--- src/rtl/instr_enc.sv ---
// RV32I instruction encoder with a buffered valid/ready output stream.
// Optional macro IMM_RANGE_CHK_EN flags immediates that do not fit the format.
module instr_enc #(
  parameter int FIFO_DEPTH = 2,
  parameter int CNT_W      = 16
) (
  input  logic             clk,
  input  logic             rst_n,
  input  logic             i_valid,
  output logic             o_ready,
  input  logic [6:0]       i_opcode,
  input  logic [4:0]       i_rd,
  input  logic [4:0]       i_rs1,
  input  logic [4:0]       i_rs2,
  input  logic [2:0]       i_func3,
  input  logic [6:0]       i_func7,
  input  logic [31:0]      i_imm,
  output logic             o_valid,
  input  logic             i_ready,
  output logic [31:0]      o_instr,
  output logic             o_err,
  output logic [CNT_W-1:0] o_count
);

  localparam int AW = (FIFO_DEPTH > 2) ? $clog2(FIFO_DEPTH) : 1;

  localparam logic [6:0] OP_R   = 7'h33;
  localparam logic [6:0] OP_I   = 7'h13;
  localparam logic [6:0] OP_LD  = 7'h03;
  localparam logic [6:0] OP_S   = 7'h23;
  localparam logic [6:0] OP_B   = 7'h63;
  localparam logic [6:0] OP_J   = 7'h6F;
  localparam logic [6:0] OP_JR  = 7'h67;
  localparam logic [6:0] OP_U   = 7'h37;
  localparam logic [6:0] OP_UPC = 7'h17;

`ifdef IMM_RANGE_CHK_EN
  localparam bit CHK = 1'b1;
`else
  localparam bit CHK = 1'b0;
`endif

  logic [31:0] word;
  logic        bad_op;
  logic        rng;
  logic        err;

  // a field is encodable when all bits above it replicate the sign
  function automatic logic all_eq(input logic [31:0] v, input int lo);
    logic z, o;
    z = 1'b1;
    o = 1'b1;
    for (int k = 0; k < 32; k++) begin
      if (k >= lo) begin
        z = z & ~v[k];
        o = o & v[k];
      end
    end
    return z | o;
  endfunction

  always_comb begin
    word   = '0;
    bad_op = 1'b0;
    rng    = 1'b0;
    case (i_opcode)
      OP_R: word = {i_func7, i_rs2, i_rs1,
                    i_func3, i_rd, i_opcode};
      OP_I, OP_LD, OP_JR: begin
        word = {i_imm[11:0], i_rs1,
                i_func3, i_rd, i_opcode};
        rng  = ~all_eq(i_imm, 11);
      end
      OP_S: begin
        word = {i_imm[11:5], i_rs2, i_rs1,
                i_func3, i_imm[4:0], i_opcode};
        rng  = ~all_eq(i_imm, 11);
      end
      OP_B: begin
        word = {i_imm[12], i_imm[10:5], i_rs2,
                i_rs1, i_func3, i_imm[4:1],
                i_imm[11], i_opcode};
        rng  = i_imm[0] | ~all_eq(i_imm, 12);
      end
      OP_J: begin
        word = {i_imm[20], i_imm[10:1], i_imm[11],
                i_imm[19:12], i_rd, i_opcode};
        rng  = i_imm[0] | ~all_eq(i_imm, 20);
      end
      OP_U, OP_UPC: begin
        word = {i_imm[31:12], i_rd, i_opcode};
        rng  = |i_imm[11:0];
      end
      default: begin
        word   = 32'h0000_0013;
        bad_op = 1'b1;
      end
    endcase
    err = bad_op | (CHK & rng);
  end

  logic [32:0] mem [FIFO_DEPTH];
  logic [AW-1:0] wr_ptr, rd_ptr;
  logic [AW:0]   occ;
  logic          full, push, pop;

  assign full    = (occ == (AW+1)'(FIFO_DEPTH));
  assign o_ready = ~full;
  assign o_valid = (occ != '0);
  assign push    = i_valid & ~full;
  assign pop     = o_valid & i_ready;
  assign o_instr = o_valid ? mem[rd_ptr][31:0] : '0;
  assign o_err   = o_valid & mem[rd_ptr][32];

  always_ff @(posedge clk or negedge rst_n) begin
    if (!rst_n) begin
      for (int k = 0; k < FIFO_DEPTH; k++)
        mem[k] <= '0;
      wr_ptr  <= '0;
      rd_ptr  <= '0;
      occ     <= '0;
      o_count <= '0;
    end else begin
      if (push) begin
        mem[wr_ptr] <= {err, word};
        wr_ptr      <= wr_ptr + AW'(1);
      end
      if (pop) begin
        rd_ptr  <= rd_ptr + AW'(1);
        o_count <= o_count + CNT_W'(1);
      end
      case ({push, pop})
        2'b10:   occ <= occ + (AW+1)'(1);
        2'b01:   occ <= occ - (AW+1)'(1);
        default: occ <= occ;
      endcase
    end
  end

endmodule

--- config.mk ---
export PLATFORM = sky130hd
export DESIGN_NAME = instr_enc
export DESIGN_NICKNAME = d
export VERILOG_FILES = /design/src/rtl/instr_enc.sv
export SDC_FILE = /design/constraint.sdc
export NUM_CORES = 1
export LEC_CHECK = 0
export ABC_AREA = 1
export CELL_PAD_IN_SITES_DETAIL_PLACEMENT = 0
export CELL_PAD_IN_SITES_GLOBAL_PLACEMENT = 2
export CORE_AREA = 2 2 144 146
export CTS_CLUSTER_SIZE = 8
export DETAILED_ROUTE_END_ITERATION = 6
export DIE_AREA = 0 0 146 148
export PLACE_DENSITY_LB_ADDON = 0.25
export REMOVE_ABC_BUFFERS = 1
export SLEW_MARGIN = 20
export SYNTH_ARGS = -nofsm -noshare
export SYNTH_HDL_FRONTEND = slang
export SYNTH_SLANG_ARGS = --single-unit
--- constraint.sdc ---
create_clock -name clk -period 2.1 [get_ports clk]
set_input_delay 0.21 -clock clk [delete_from_list [all_inputs] [get_ports clk]]
set_output_delay 0.21 -clock clk [all_outputs]
set_load 0.005 [all_outputs]
==> results of run 1 <==
## power groups by stage
stage | registers [mW] | logic (mW) | clock network (mW)
after floorplan | 2.26 | 1.02 | 0
after global placement | 2.24 | 2.52 | 0
after detailed placement | 2.25 | 2.51 | 0
after CTS | 2.22 | 2.59 | 1.81
after global routing | 2.28 | 2.81 | 1.87
final | 2.23 | 2.53 | 1.76
## routing by layer
layer | GRT usage (%) | vias up | wire length, um
met5 | 0 | - | 0
met2 | 30.8 | 119 | 9080
met1 | 23.6 | 2529 | 8450
met4 | 6.02 | 0 | 357
li1 | - | 2761 | -
met3 | 2.19 | 20 | 658
## cell usage in the layout (no fill, tap or decap), types with 3 or more instances in the layout
master	synthesis	layout
a21oi_1	34	28
a21oi_2	0	6
buf_12	0	8
buf_4	3	23
buf_6	6	3
clkbuf_16	0	9
clkdlybuf4s50_1	0	95
dfrtp_1	86	84
dlymetal6s2s_1	0	22
inv_1	35	33
inv_2	4	6
nand2_1	369	369
nand2_2	5	5
nand3_1	123	123
nor2_1	39	37
nor2_2	5	6
nor2_4	4	5
nor3_1	3	3
nor3_2	3	3
o21ai_0	15	15
xnor2_1	4	4
xor2_1	8	8
## logic make-up (layout without fill, tap and decap cells)
kind of cell,after synthesis,count (layout),share of synthesized area (%)
xor+xnor,12,12,1.97
compound gates,53,53,5.10
simple gates,560,560,44.6
flops,86,86,40.4
fa+ha+maj,2,2,0.470
buf+inv,83,207,7.40
## worst paths after layout
path,to,slack (ns),cells after the start
max in group asynchronous,mem[13],1.13,3
min in group clk,mem[1],0.46,2
max reg2reg,mem[32],0.39,6
max,o_instr[2],0.04,4
min,mem[0],0.37,2
min reg2reg,mem[1],0.46,2
## cell type report
type                            instances  area share [%]
Tap cell                              270            4.58
Clock buffer                           11            3.16
Timing Repair Buffer                  152            21.7
Sequential cell                        86            29.2
Inverter                               39            1.99
Clock inverter                          5            1.14
Multi-Input combinational cell        627            38.1
## registers in the layout, summed over array words and instances, names as in the netlist
register and cells:
wr_ptr 1, rd_ptr 1, o_count 16, mem 66, occ 2
## what timing repair did
item                                    CTS  global route
hold endpoints to repair                 31             0
endpoints found under the setup margin   23            30
setup buffers                             2             0
hold buffers                              1             0
resized for setup                         8            30
==> results.py, run 1 <==
metrics = {
    "power": {
        "power_density_nw_per_um2": 884,
        "p_sw_mw": 2.43,
        "clkPwrFrac_pct": 27.0,
        "ir_worst_vdd_mv": 0.346,
        "power_mw": 6.51,
        "pwr-share-comb_pct": 38.8,
        "netSwitchingFraction_pct": 37.2,
        "internal_power_mw": 4.09,
        "p_seq_share_pct": 34.2,
        "p_leak_nw": 3.93,
    },
    "synth": {
        "syn_area_um2": 5330,
        "synth_top_area_share_pct": 40.4,
        "synth_edf_count": 0,
        "ys_top_cells_by_count": "nand2_1 (369), nand3_1 (123), dfrtp_1 (86)",
        "yosysUniqueCellTypes": 30,
        "yosysMostFrequentCell": "nand2_1",
        "synth_seq_area_share_pct": 40.4,
        "ys_top_cells_by_area": "dfrtp_1 (40%), nand2_1 (26%), nand3_1 (12%)",
        "synthArstFlopShare_pct": 100,
        "synthFlopType": "dfrtp_1",
        "yosys_warnings": 0,
        "ys_ff_latch": 86,
        "syn_area_per_cell_um2": 6.69,
        "synthCells": 796,
        "yosysTopAreaCell": "dfrtp_1",
    },
    "clock_network": {
        "clock_path_buffers": 2,
        "clk_latency_ns": 0.35,
        "cts_inserted_buffers": 9,
        "clock_sinks": 86,
        "clock-root-buffer": "clkbuf_16",
        "cts_tree": "built",
        "clk_pin_slew_ns": 0.07,
        "cts_htree_levels": 3,
    },
    "sta": {
        "rsz0062_at_grt": "true",
        "fin_setup_tns_ns": 0,
        "drv_slew": 0,
        "finalWorstSetupSlack_ns": 0.0394,
        "slew_headroom_pct": 49.4,
        "fin_crit_sh_pct": 98.1,
        "worstMarginPinSlew_ns": 0.758,
        "finClkSkew_ns": 0.00543,
        "post-route-min-period_ns": 2.06,
        "fmax_mhz": 485,
        "fin_hold_ws_ns": 0.369,
        "hold_violations": 0,
        "finalSetupViolations": 0,
    },
    "setup_path": {
        "end_kind": "output pin",
        "path_buf_inv": 2,
        "crit_type": "flip-flop to output pin",
        "slowest_delay_ns": 0.54,
        "reg2reg_from": "occ[0]",
        "crit_family": "buffers and inverters",
        "crit_slowest_cell": "clkdlybuf4s50_1",
        "start_kind": "flip-flop",
        "crit_path_start": "rd_ptr",
        "crit_path_cell_trace": "buf_6 > o21ai_0 > a21oi_1 > clkdlybuf4s50_1",
        "cp.required_ns": 1.89,
        "cp.arrival_ns": 1.85,
        "crit_fanout": 22,
    },
    "final_layout": {
        "stdcell_area_um2": 7370,
        "nFillCells": 2239,
        "fin_nets": 985,
        "final_util_pct": 36.8,
        "area_delta_synth_final_pct": 38.4,
        "seqCellArea_um2": 2150,
        "diodes": 0,
        "drive_gt1_share_pct": 9.24,
        "final_cells": 1190,
        "multi_input_area_um2": 2810,
    },
    "die": {
        "die_h_um": 148,
        "core_region_area_um2": 20000,
        "die_area_um2": 21600,
        "ios": 119,
        "die_x_um": 146,
        "rows": 52,
        "start_util_pct": 26.6,
    },
    "placed_design": {
        "place_inst": 1171,
        "gp_congestion": 0.760,
        "portBuffers": 118,
        "dpl_cell_area_um2": 6920,
        "hpwlAfterDp_mm": 12.7,
        "pre_cts_ws_ns": 0.141,
    },
    "routing": {
        "ant_nets": 0,
        "wirelength_mm": 18.5,
        "first_pass_iters": 4,
        "drc": 0,
        "vias_per_cell": 4.56,
        "drtIter0Drc": 244,
        "wire_per_inst_um": 15.6,
        "route.vias.total": 5429,
    },
    "grt": {
        "groute.usage.overall_pct": 17.9,
        "antenna_found_initial": 0,
        "grt_pass1_wl_mm": 30.3,
        "grt.overflow.total": 0,
        "first_global_vias": 5449,
        "grt_max_degree": 36,
    },
    "job": {
        "max-cap-violations": 0,
    },
    "worst_hold_path": {
        "hp-class": "input pin to asynchronous set/reset pin",
    },
    "outcome": {
        "status": "complete, no violations",
    },
}
No activity file was read; power rests on OpenSTA's default activity.
==> inputs of run 2 (changes only) <==
--- a/config.mk
+++ b/config.mk
@@ -9,7 +9,7 @@
 export CELL_PAD_IN_SITES_DETAIL_PLACEMENT = 0
 export CELL_PAD_IN_SITES_GLOBAL_PLACEMENT = 2
 export CORE_AREA = 2 2 144 146
-export CTS_CLUSTER_SIZE = 8
+export CTS_CLUSTER_SIZE = 16
 export DETAILED_ROUTE_END_ITERATION = 6
 export DIE_AREA = 0 0 146 148
 export PLACE_DENSITY_LB_ADDON = 0.25
==> results of run 2 <==
Same layout as run 1: the final DEF is identical, and so are final timing and power.
==> inputs of run 3 (changes only) <==
--- a/config.mk
+++ b/config.mk
@@ -6,6 +6,7 @@
 export NUM_CORES = 1
 export LEC_CHECK = 0
 export ABC_AREA = 1
+export ABC_CLOCK_PERIOD_IN_PS = 2100
 export CELL_PAD_IN_SITES_DETAIL_PLACEMENT = 0
 export CELL_PAD_IN_SITES_GLOBAL_PLACEMENT = 2
 export CORE_AREA = 2 2 144 146
@@ -14,6 +15,7 @@
 export DIE_AREA = 0 0 146 148
 export PLACE_DENSITY_LB_ADDON = 0.25
 export REMOVE_ABC_BUFFERS = 1
+export SETUP_SLACK_MARGIN = 0.02
 export SLEW_MARGIN = 20
 export SYNTH_ARGS = -nofsm -noshare
 export SYNTH_HDL_FRONTEND = slang
==> run 3 against run 2 <==
  * Non-clock buffer count unchanged
  * Maximum frequency up 3.0%
  * Sequential share of layout area down 0.077 points
  * Critical path depth unchanged
  * Hold slack worse by 0.0013 ns
  * Via count about the same
  * First-iteration DRC count up 10%
  * Final cell count unchanged
  * Core utilization up 0.12 points
  * Clock skew about the same
  * Clock-buffer cell count unchanged
  * Largest cell class unchanged
==> results.py, run 3 (same netlist as run 1, synthesis figures left out) <==
metrics = {
    "routing": {
        "wire_per_inst_um": 15.6,
        "route.vias.total": 5426,
        "vias_per_cell": 4.56,
        "wirelength_mm": 18.6,
        "drtIter0Drc": 269,
        "ant_nets": 0,
        "drc": 0,
        "first_pass_iters": 5,
    },
    "sta": {
        "fin_crit_sh_pct": 95.2,
        "fmax_mhz": 500,
        "fin_hold_ws_ns": 0.368,
        "finClkSkew_ns": 0.00513,
        "drv_slew": 0,
        "worstMarginPinSlew_ns": 0.767,
        "post-route-min-period_ns": 2.00,
        "slew_headroom_pct": 48.8,
        "hold_violations": 0,
        "finalSetupViolations": 0,
        "rsz0062_at_grt": "true",
    },
    "grt": {
        "grt_pass1_wl_mm": 30.2,
        "first_global_vias": 5443,
        "grt_max_degree": 36,
        "grt.overflow.total": 0,
        "groute.usage.overall_pct": 18.0,
        "antenna_found_initial": 0,
    },
    "final_layout": {
        "final_util_pct": 36.9,
        "nFillCells": 2241,
        "largest_reg_flops": 66,
        "area_delta_synth_final_pct": 38.8,
        "fin_nets": 985,
        "reg_top3": "mem x66, o_count x16, occ x2",
        "final_common_cell": "nand2_1",
        "layout_common_cells": "nand2_1 (369), nand3_1 (123), clkdlybuf4s50_1 (91), dfrtp_1 (83), nor2_1 (37)",
        "drive_gt1_share_pct": 9.57,
        "diodes": 0,
        "largest-register": "mem",
    },
    "die": {
        "start_util_pct": 26.6,
        "die_area_um2": 21600,
        "ios": 119,
        "rows": 52,
        "die_x_um": 146,
        "die_h_um": 148,
        "core_region_area_um2": 20000,
    },
    "power": {
        "netSwitchingFraction_pct": 37.3,
        "power_mw": 6.55,
        "p_seq_share_pct": 34.2,
        "pwr-share-comb_pct": 39.0,
        "p_sw_mw": 2.44,
        "power_density_nw_per_um2": 885,
        "p_leak_nw": 3.99,
        "internal_power_mw": 4.11,
        "ir_worst_vdd_mv": 0.344,
        "clkPwrFrac_pct": 26.8,
    },
    "setup_path": {
        "cp.required_ns": 1.89,
        "crit_cells": 4,
        "end_kind": "output pin",
        "r2r-end": "mem[32]",
        "start_kind": "flip-flop",
        "path_buf_inv": 2,
        "crit_slowest_cell": "clkdlybuf4s50_1",
        "crit_type": "flip-flop to output pin",
        "reg2reg_from": "occ[0]",
        "critPathCapture": "o_instr[2]",
        "crit_family": "buffers and inverters",
        "crit_path_start": "rd_ptr",
        "slowest_delay_ns": 0.54,
        "crit_path_cell_trace": "buf_12 > o21ai_0 > a21oi_1 > clkdlybuf4s50_1",
        "reg2reg_depth": 6,
        "crit_fanout": 22,
        "cp.arrival_ns": 1.79,
        "r2r_setup_slack_ns": 0.39,
    },
    "clock_network": {
        "cts_inserted_buffers": 9,
        "clk_latency_ns": 0.35,
        "cts_htree_levels": 3,
        "clock_path_buffers": 2,
        "clock-root-buffer": "clkbuf_16",
        "clk_pin_slew_ns": 0.07,
        "clock_sinks": 86,
        "cts_tree": "built",
    },
    "job": {
        "max-cap-violations": 0,
    },
    "placed_design": {
        "portBuffers": 118,
        "gp_congestion": 0.760,
        "hpwlAfterDp_mm": 12.7,
    },
    "outcome": {
        "status": "complete, no violations",
    },
    "worst_hold_path": {
        "hp-class": "input pin to asynchronous set/reset pin",
    },
}
## run 3: cell types whose count changed in the layout (fill, tap and decap cells not counted), moves of 2 or more
cell	delta
a21oi_2	+2
clkdlybuf4s50_1	-4
dlymetal6s2s_1	+3
a21oi_1	-2
## run 3: cell type report
type	count	area (um2)	share of cell area (%)
clock buffer	11	233	3.15
clock inverter	5	83.8	1.13
inverter	39	146	1.98
multi-input combinational	627	2820	38.1
sequential	86	2160	29.2
tap	270	338	4.57
timing repair buffer	152	1620	21.9
## run 3: repair_timing
action | CTS | global route
resized for setup | 17 | 30
hold buffers | 1 | 0
setup buffers | 2 | 0
endpoints found under the hold margin | 31 | 0
pin swaps | 1 | 0
endpoints found under the setup margin | 31 | 28
## run 3: per-layer routing
layer / global-route usage, % / share of wire (%) / wire, um
met4: 6.02 / 1.9 / 357
met2: 30.8 / 49 / 9120
met1: 23.6 / 45 / 8390
met5: 0 / 0 / 0
met3: 2.19 / 3.8 / 699
## run 3: power by group through the flow
| stage | clock network, mW | registers (mW) | logic [mW] |
|---|---|---|---|
| finish | 1.76 | 2.24 | 2.55 |
| global route | 1.87 | 2.29 | 2.84 |
| CTS | 1.81 | 2.23 | 2.63 |
| detailed placement | 0 | 2.25 | 2.51 |
| global placement | 0 | 2.24 | 2.52 |
| floorplan | 0 | 2.26 | 1.02 |
## run 3: per-stage QoR
stage          worst slack (ns)  instances  area, um2  TNS, ns
2_1_floorplan            -0.422        752       5080    -1.93
6_report                  0.100       1190       7390        0
4_1_cts                  0.0189       1190       7310        0
5_1_grt                  0.0148       1190       7390        0
3_5_place_dp              0.141       1171       6920        0
3_3_place_gp              0.147       1171       6920        0
## run 3: worst min-delay path by stage
stage               start           to  slack [ns]  depth (start not counted)
floorplan           rst_n       mem[0]       -0.09                          0
global placement    rst_n  o_count[12]        0.21                          1
detailed placement  rst_n       mem[0]        0.21                          1
CTS                 rst_n      mem[11]        0.38                          2
global route        rst_n      mem[44]        0.41                          2
finish              rst_n       mem[0]        0.37                          2
